<file path="config.mk">
export PLATFORM = sky130hd
export DESIGN_NAME = multicycle_main_control
export DESIGN_NICKNAME = d
export VERILOG_FILES = /design/src/rtl/legv8_defs_pkg.sv /design/src/rtl/multicycle_main_control_opcode_classify.sv /design/src/rtl/multicycle_main_control.sv
export SDC_FILE = /design/constraint.sdc
export NUM_CORES = 1
export LEC_CHECK = 0
export CORE_AREA = 2 2 66 68
export CTS_CLUSTER_SIZE = 25
export DETAILED_ROUTE_END_ITERATION = 10
export DIE_AREA = 0 0 68 70
export PLACE_DENSITY = 0.73
export SLEW_MARGIN = 0
export SYNTH_ARGS = -nofsm -noshare
export SYNTH_HDL_FRONTEND = slang
export SYNTH_SLANG_ARGS = --single-unit
</file>
<file path="constraint.sdc">
create_clock -name CLK -period 2.09 [get_ports CLK]
set_clock_uncertainty 0.15 [all_clocks]
set_input_delay 0.209 -clock CLK [delete_from_list [all_inputs] [get_ports CLK]]
set_output_delay 0.209 -clock CLK [all_outputs]
set_load 0.02 [all_outputs]
</file>
<file path="src/rtl/legv8_defs_pkg.sv">
// -----------------------------------------------------------------------------
// legv8_defs_pkg
// Shared LEGv8 definitions used by the multi-cycle main control FSM and by the
// ALU control block downstream of it.
//   - Opcode constants: full 11-bit R/D-format patterns, the 8-bit CBZ prefix
//     and the 6-bit B prefix (instruction bits [31:21]).
//   - ALUOp encodings handed to ALU control.
//   - Main control state encoding.
//   - Width of the memory wait counter (covers MEM_TIMEOUT up to 255).
// -----------------------------------------------------------------------------
package legv8_defs_pkg;

    // R-format and D-format opcodes (Opcode = instr[31:21])
    localparam logic [10:0] OP_ADD  = 11'b10001011000;
    localparam logic [10:0] OP_SUB  = 11'b11001011000;
    localparam logic [10:0] OP_AND  = 11'b10001010000;
    localparam logic [10:0] OP_ORR  = 11'b10101010000;
    localparam logic [10:0] OP_LDUR = 11'b11111000010;
    localparam logic [10:0] OP_STUR = 11'b11111000000;

    // CB-format and B-format prefixes; the low bits carry the offset
    localparam logic [7:0]  OP_CBZ_PFX = 8'b10110100;
    localparam logic [5:0]  OP_B_PFX   = 6'b000101;

    // ALUOp encodings seen by ALU control
    localparam logic [1:0]  ALUOP_ADDR  = 2'b00;  // address add
    localparam logic [1:0]  ALUOP_CBZ   = 2'b01;  // pass / compare for CBZ
    localparam logic [1:0]  ALUOP_RTYPE = 2'b10;  // funct taken from Opcode

    // Memory wait counter width
    localparam int WAIT_W = 8;

    typedef enum logic [3:0] {
        ST_RST       = 4'd0,
        ST_FETCH     = 4'd1,
        ST_DECODE    = 4'd2,
        ST_EXEC_R    = 4'd3,
        ST_WB_R      = 4'd4,
        ST_EXEC_ADDR = 4'd5,
        ST_MEM_RD    = 4'd6,
        ST_WB_LD     = 4'd7,
        ST_MEM_WR    = 4'd8,
        ST_EXEC_CBZ  = 4'd9,
        ST_BRANCH_U  = 4'd10,
        ST_TRAP      = 4'd11
    } state_t;

endpackage

</file>
<file path="src/rtl/multicycle_main_control_opcode_classify.sv">
// -----------------------------------------------------------------------------
// multicycle_main_control_opcode_classify
// Combinational opcode classifier for the LEGv8 main control FSM.
// Ports:
//   opcode  in  [10:0]  instruction bits [31:21]
//   is_r    out         ADD / SUB / AND / ORR
//   is_ld   out         LDUR
//   is_st   out         STUR
//   is_cbz  out         CBZ (8-bit prefix match)
//   is_b    out         B   (6-bit prefix match)
//   is_bad  out         none of the above
// Exactly one output is high for any opcode (the patterns do not overlap).
// -----------------------------------------------------------------------------
module multicycle_main_control_opcode_classify
    import legv8_defs_pkg::*;
(
    input  logic [10:0] opcode,
    output logic        is_r,
    output logic        is_ld,
    output logic        is_st,
    output logic        is_cbz,
    output logic        is_b,
    output logic        is_bad
);

    always_comb begin
        is_r   = (opcode == OP_ADD) || (opcode == OP_SUB) ||
                 (opcode == OP_AND) || (opcode == OP_ORR);
        is_ld  = (opcode == OP_LDUR);
        is_st  = (opcode == OP_STUR);
        is_cbz = (opcode[10:3] == OP_CBZ_PFX);
        is_b   = (opcode[10:5] == OP_B_PFX);
        is_bad = !(is_r || is_ld || is_st || is_cbz || is_b);
    end

endmodule

</file>
<file path="src/rtl/multicycle_main_control.sv">
// -----------------------------------------------------------------------------
// multicycle_main_control
// Main control FSM for the multi-cycle LEGv8 datapath. Sequences each
// instruction through fetch / decode / execute / memory / writeback, drives
// ALUOp to ALU control plus every datapath enable, and counts retired
// instructions (one per cycle with PCWrite high).
// Ports:
//   CLK, Reset         clock, synchronous active-high reset
//   Opcode [10:0]      instr[31:21], valid from DECODE onward
//   Zero               ALU zero flag, used in EXEC_CBZ only
//   MemReady           data memory completes the current access this cycle
//   ALUOp [1:0]        00 addr add, 01 CBZ pass, 10 R-type
//   ALUSrc, Reg2Loc, MemtoReg, RegWrite, MemRead, MemWrite,
//   IRWrite, PCWrite, PCSrc   datapath controls
//   Illegal            sticky trap flag (high while in TRAP)
//   InstrCount         retired-instruction count, wraps silently
//   DbgState [3:0]     current FSM state (state_t encoding)
//
// Memory handshake: MemRead (MEM_RD) or MemWrite (MEM_WR) is a request held
// high every cycle until MemReady is sampled high; the access completes in
// that same cycle and the FSM leaves the memory state on the next edge.
// MemReady is ignored outside the memory states. If MemReady stays low for
// MEM_TIMEOUT consecutive cycles the FSM traps instead; MemReady high in the
// last allowed cycle still completes normally.
// -----------------------------------------------------------------------------
module multicycle_main_control
    import legv8_defs_pkg::*;
#(
    parameter int CNT_W       = 16,
    parameter int MEM_TIMEOUT = 15   // legal range 1..255
)
(
    input  logic             CLK,
    input  logic             Reset,
    input  logic [10:0]      Opcode,
    input  logic             Zero,
    input  logic             MemReady,
    output logic [1:0]       ALUOp,
    output logic             ALUSrc,
    output logic             Reg2Loc,
    output logic             MemtoReg,
    output logic             RegWrite,
    output logic             MemRead,
    output logic             MemWrite,
    output logic             IRWrite,
    output logic             PCWrite,
    output logic             PCSrc,
    output logic             Illegal,
    output logic [CNT_W-1:0] InstrCount,
    output logic [3:0]       DbgState
);

    // Count value reached on the MEM_TIMEOUT-th consecutive low cycle
    localparam logic [WAIT_W-1:0] LAST_WAIT = WAIT_W'(MEM_TIMEOUT - 1);

    state_t            state;
    logic [WAIT_W-1:0] wait_cnt;
    logic              is_r, is_ld, is_st, is_cbz, is_b, is_bad;

    multicycle_main_control_opcode_classify u_classify (
        .opcode (Opcode),
        .is_r   (is_r),
        .is_ld  (is_ld),
        .is_st  (is_st),
        .is_cbz (is_cbz),
        .is_b   (is_b),
        .is_bad (is_bad)
    );

    assign DbgState = state;

    always_ff @(posedge CLK) begin
        if (Reset) begin
            state      <= ST_RST;
            wait_cnt   <= '0;
            InstrCount <= '0;
        end else begin
            // PCWrite is only ever high on an instruction's final cycle
            if (PCWrite) begin
                InstrCount <= InstrCount + CNT_W'(1);
            end

            case (state)
                ST_RST:    state <= ST_FETCH;
                ST_FETCH:  state <= ST_DECODE;
                ST_DECODE: begin
                    if (is_bad)              state <= ST_TRAP;
                    else if (is_r)           state <= ST_EXEC_R;
                    else if (is_ld || is_st) state <= ST_EXEC_ADDR;
                    else if (is_cbz)         state <= ST_EXEC_CBZ;
                    else if (is_b)           state <= ST_BRANCH_U;
                    else                     state <= ST_TRAP;
                end
                ST_EXEC_R: state <= ST_WB_R;
                ST_WB_R:   state <= ST_FETCH;
                ST_EXEC_ADDR: begin
                    // Entry into either memory state restarts the wait count
                    wait_cnt <= '0;
                    state    <= is_st ? ST_MEM_WR : ST_MEM_RD;
                end
                ST_MEM_RD, ST_MEM_WR: begin
                    if (MemReady) begin
                        state <= (state == ST_MEM_RD) ? ST_WB_LD : ST_FETCH;
                    end else if (wait_cnt == LAST_WAIT) begin
                        state <= ST_TRAP;
                    end else begin
                        wait_cnt <= wait_cnt + WAIT_W'(1);
                    end
                end
                ST_WB_LD:    state <= ST_FETCH;
                ST_EXEC_CBZ: state <= ST_FETCH;
                ST_BRANCH_U: state <= ST_FETCH;
                ST_TRAP:     state <= ST_TRAP;
                default:     state <= ST_TRAP;
            endcase
        end
    end

    // Moore decode of the current state; PCWrite/PCSrc in EXEC_CBZ and
    // PCWrite in MEM_WR also look at Zero / MemReady in the same cycle.
    always_comb begin
        ALUOp    = ALUOP_ADDR;
        ALUSrc   = 1'b0;
        Reg2Loc  = 1'b0;
        MemtoReg = 1'b0;
        RegWrite = 1'b0;
        MemRead  = 1'b0;
        MemWrite = 1'b0;
        IRWrite  = 1'b0;
        PCWrite  = 1'b0;
        PCSrc    = 1'b0;
        Illegal  = 1'b0;
        case (state)
            ST_FETCH:  IRWrite = 1'b1;
            ST_EXEC_R: ALUOp = ALUOP_RTYPE;
            ST_WB_R: begin
                ALUOp    = ALUOP_RTYPE;
                RegWrite = 1'b1;
                PCWrite  = 1'b1;
            end
            ST_EXEC_ADDR: begin
                ALUSrc  = 1'b1;
                Reg2Loc = is_st;
            end
            ST_MEM_RD: begin
                MemRead = 1'b1;
                ALUSrc  = 1'b1;
            end
            ST_WB_LD: begin
                RegWrite = 1'b1;
                MemtoReg = 1'b1;
                PCWrite  = 1'b1;
            end
            ST_MEM_WR: begin
                MemWrite = 1'b1;
                Reg2Loc  = 1'b1;
                ALUSrc   = 1'b1;
                PCWrite  = MemReady;
            end
            ST_EXEC_CBZ: begin
                ALUOp   = ALUOP_CBZ;
                Reg2Loc = 1'b1;
                PCWrite = 1'b1;
                PCSrc   = Zero;
            end
            ST_BRANCH_U: begin
                PCWrite = 1'b1;
                PCSrc   = 1'b1;
            end
            ST_TRAP:   Illegal = 1'b1;
            default: ;
        endcase
    end

endmodule

</file>
==> impl_metrics.toml <==
[clock_network]
clkTransAtPathRegs_ns = 0.10
clkSinkCount = 28
clock_latency_ns = 0.27
cts_tree = "built"
h-tree-depth = 1
numCtsBuffers = 3
ctsHoldBuffers = 0
clk_path_buf_depth = 2
cts-root-buf = "clkbuf_8"

[pwr]
power.leakage_nw = 1.042
peakVddDrop_uv = 482.8
power_density_nw_per_um2 = 782.0
power_mw = 1.967

[sta]
setup_viol = 0
setup-tns-final_ns = 0
worstMarginPinSlew_ns = 0.4287
period_needed_ns = 2.027
setup_slack_ns = 0.06347
hold_violations = 0
slew_headroom_pct = 70.68
drv_slew = 0
hold_ws_ns = 0.3463
post-route-period-util_pct = 96.96
fmax_mhz = 493.5

[final_layout]
drive_above_1_share_pct = 17.87
synthToLayoutAreaGrowth_pct = 51.01
layout_commonest_cell = "buf_4"
nets = 310
final_cell_mix = "buf_4 (32), clkdlybuf4s50_1 (30), dfxtp_1 (25)"
instances_no_fill = 343
diodes = 0
post-route-util_pct = 60.69
design_area_um2 = 2515

[floorplanning]
dieHeight_um = 70
start_util_pct = 40.19
fp.dieW_um = 68
row_count = 24
core_um2 = 4144
io_pins = 47
dieArea_um2 = 4760

[worst_setup_path]
max_stage_delay_ns = 0.43
critPathLaunchType = "flop"
crit_chain = "or3b_4 -> a21o_1 -> nand2_1 -> dlygate4sd2_1"
worstPathArrival_ns = 1.67
end_kind = "primary output"
crit_slowest_cell = "or3b_4"
cp_max_fo = 5
crit_type = "flop to primary output"
crit_family = "simple AND/OR/NAND/NOR gates"
crit_start = "DbgState[3]"
r2r-start = "DbgState[3]"
path_buf_inv = 1
cp.required_ns = 1.73

[route]
dr_total_vias = 1860
vias_per_cell = 5.423
drc = 0
ant_nets = 0
drt_iter0_drc = 80
drt_first_pass_iters = 4
avgRoutedWirePerCell_um = 12.43
wl_mm = 4.265

[synthesis]
synth_edf_count = 0
ys.flop_type = "dfxtp_1"
avgSynthCellArea_um2 = 7.674
yosysWarnings = 0
syn_inst = 217
ys_seq_area_share_pct = 33.66
async_flop_share_pct = 0
synthesis.area_um2 = 1665
synth_seq_cells = 28
syn_nets = 235
yosysUniqueCellTypes = 44

[grt]
grt_usage_pct = 18.65
grt_pass1_wl_mm = 7.203
grt_pass1_vias = 1679
grt_max_degree = 17
antenna_found_initial = 0
grt-busiest-layer = "met2"
met2_usage_pct = 32.15
overflow = 0
met1_usage_pct = 24.25
use_met3_pct = 2.093

[run_status]
outcome = "finished, final reports clean"

[placed_design]
dp_hpwl_mm = 3.205
dpl_worst_slack_ns = -0.5990
placed_cell_area_um2 = 2395
io_buffers = 46
dp.cells = 338
place_congestion = 0.8474

[min_path]
hp-start = "InstrCount[1]"
hold_path_class = "flop to flop"

[flow_run]
cap_viol_max_count = 0
## what timing repair did
action	in CTS	in global routing
pin swaps	2	5
buffers inserted	1	0
resized for setup	13	19
endpoints found under the setup margin	15	19
## sequential cells by signal, indices dropped and copies added (netlist names)
register / cells
wait_cnt: 8
InstrCount: 16
DbgState: 4
## final timing paths
path                            cells after the start             end  slack, ns
worst max register to register                      7  InstrCount[15]       0.08
worst min-delay path                                2   InstrCount[1]       0.35
worst min register to register                      2   InstrCount[1]       0.35
worst max-delay path                                4          ALUSrc       0.06
## worst register-to-register path, stage by stage (launching register included)
cell and delay, ns:
dfxtp_2 0.38, or3b_4 0.43, nand3_2 0.10, buf_4 0.15, nand4_1 0.09, buf_4 0.17
or3_1 0.34, a21oi_1 0.14
## layout make-up
| class | count | area, um2 |
|---|---|---|
| multi-input cells | 171 | 1072 |
| flip-flops and latches | 28 | 564.3 |
| repair buffers | 80 | 728.2 |
| well taps | 52 | 65.06 |
| fillers | 380 | 1629 |
| inverters | 8 | 30.03 |
| clock buffers | 4 | 55.05 |
## cells by family (layout without fill, tap and decap cells)
family | count (synthesis) | in the layout | share of synthesized area (%)
mux | 3 | 3 | 1.803
buf+inv | 18 | 92 | 4.583
simple gates | 111 | 111 | 36.74
fa+ha+maj | 3 | 3 | 2.254
xor+xnor | 7 | 7 | 3.682
flops | 28 | 28 | 33.66
compound gates | 47 | 47 | 17.28
## routing by layer
metal | part of all wire, % | vias up | routed length, um
met3 | 5.0 | 4 | 213
met5 | 0 | - | 0
li1 | - | 940 | -
met4 | 0.84 | 0 | 36
met1 | 46 | 863 | 1950
met2 | 48 | 53 | 2066
## synth_stat cells (4+ instances only)
cell,count,area (um2)
nand3b_1,6,45.04
inv_1,8,30.03
o21ai_0,11,55.05
clkbuf_1,7,26.28
nand3_1,17,85.08
a21oi_1,21,105.1
nor2_1,19,71.32
nand2b_1,7,43.79
nand4_1,6,37.54
nor3_1,7,35.03
xor2_1,6,52.55
or3_1,12,75.07
dfxtp_1,28,560.5
a31oi_1,4,25.02
nand2_1,18,67.56
## power by group
group	internal (mW)	switching (mW)	leakage [nW]
sequential	0.580	0.0412	0.228
combinational	0.454	0.551	0.786
clock	0.169	0.172	0.0288
total	1.20	0.764	1.04
(Power assumes the default switching activity.)
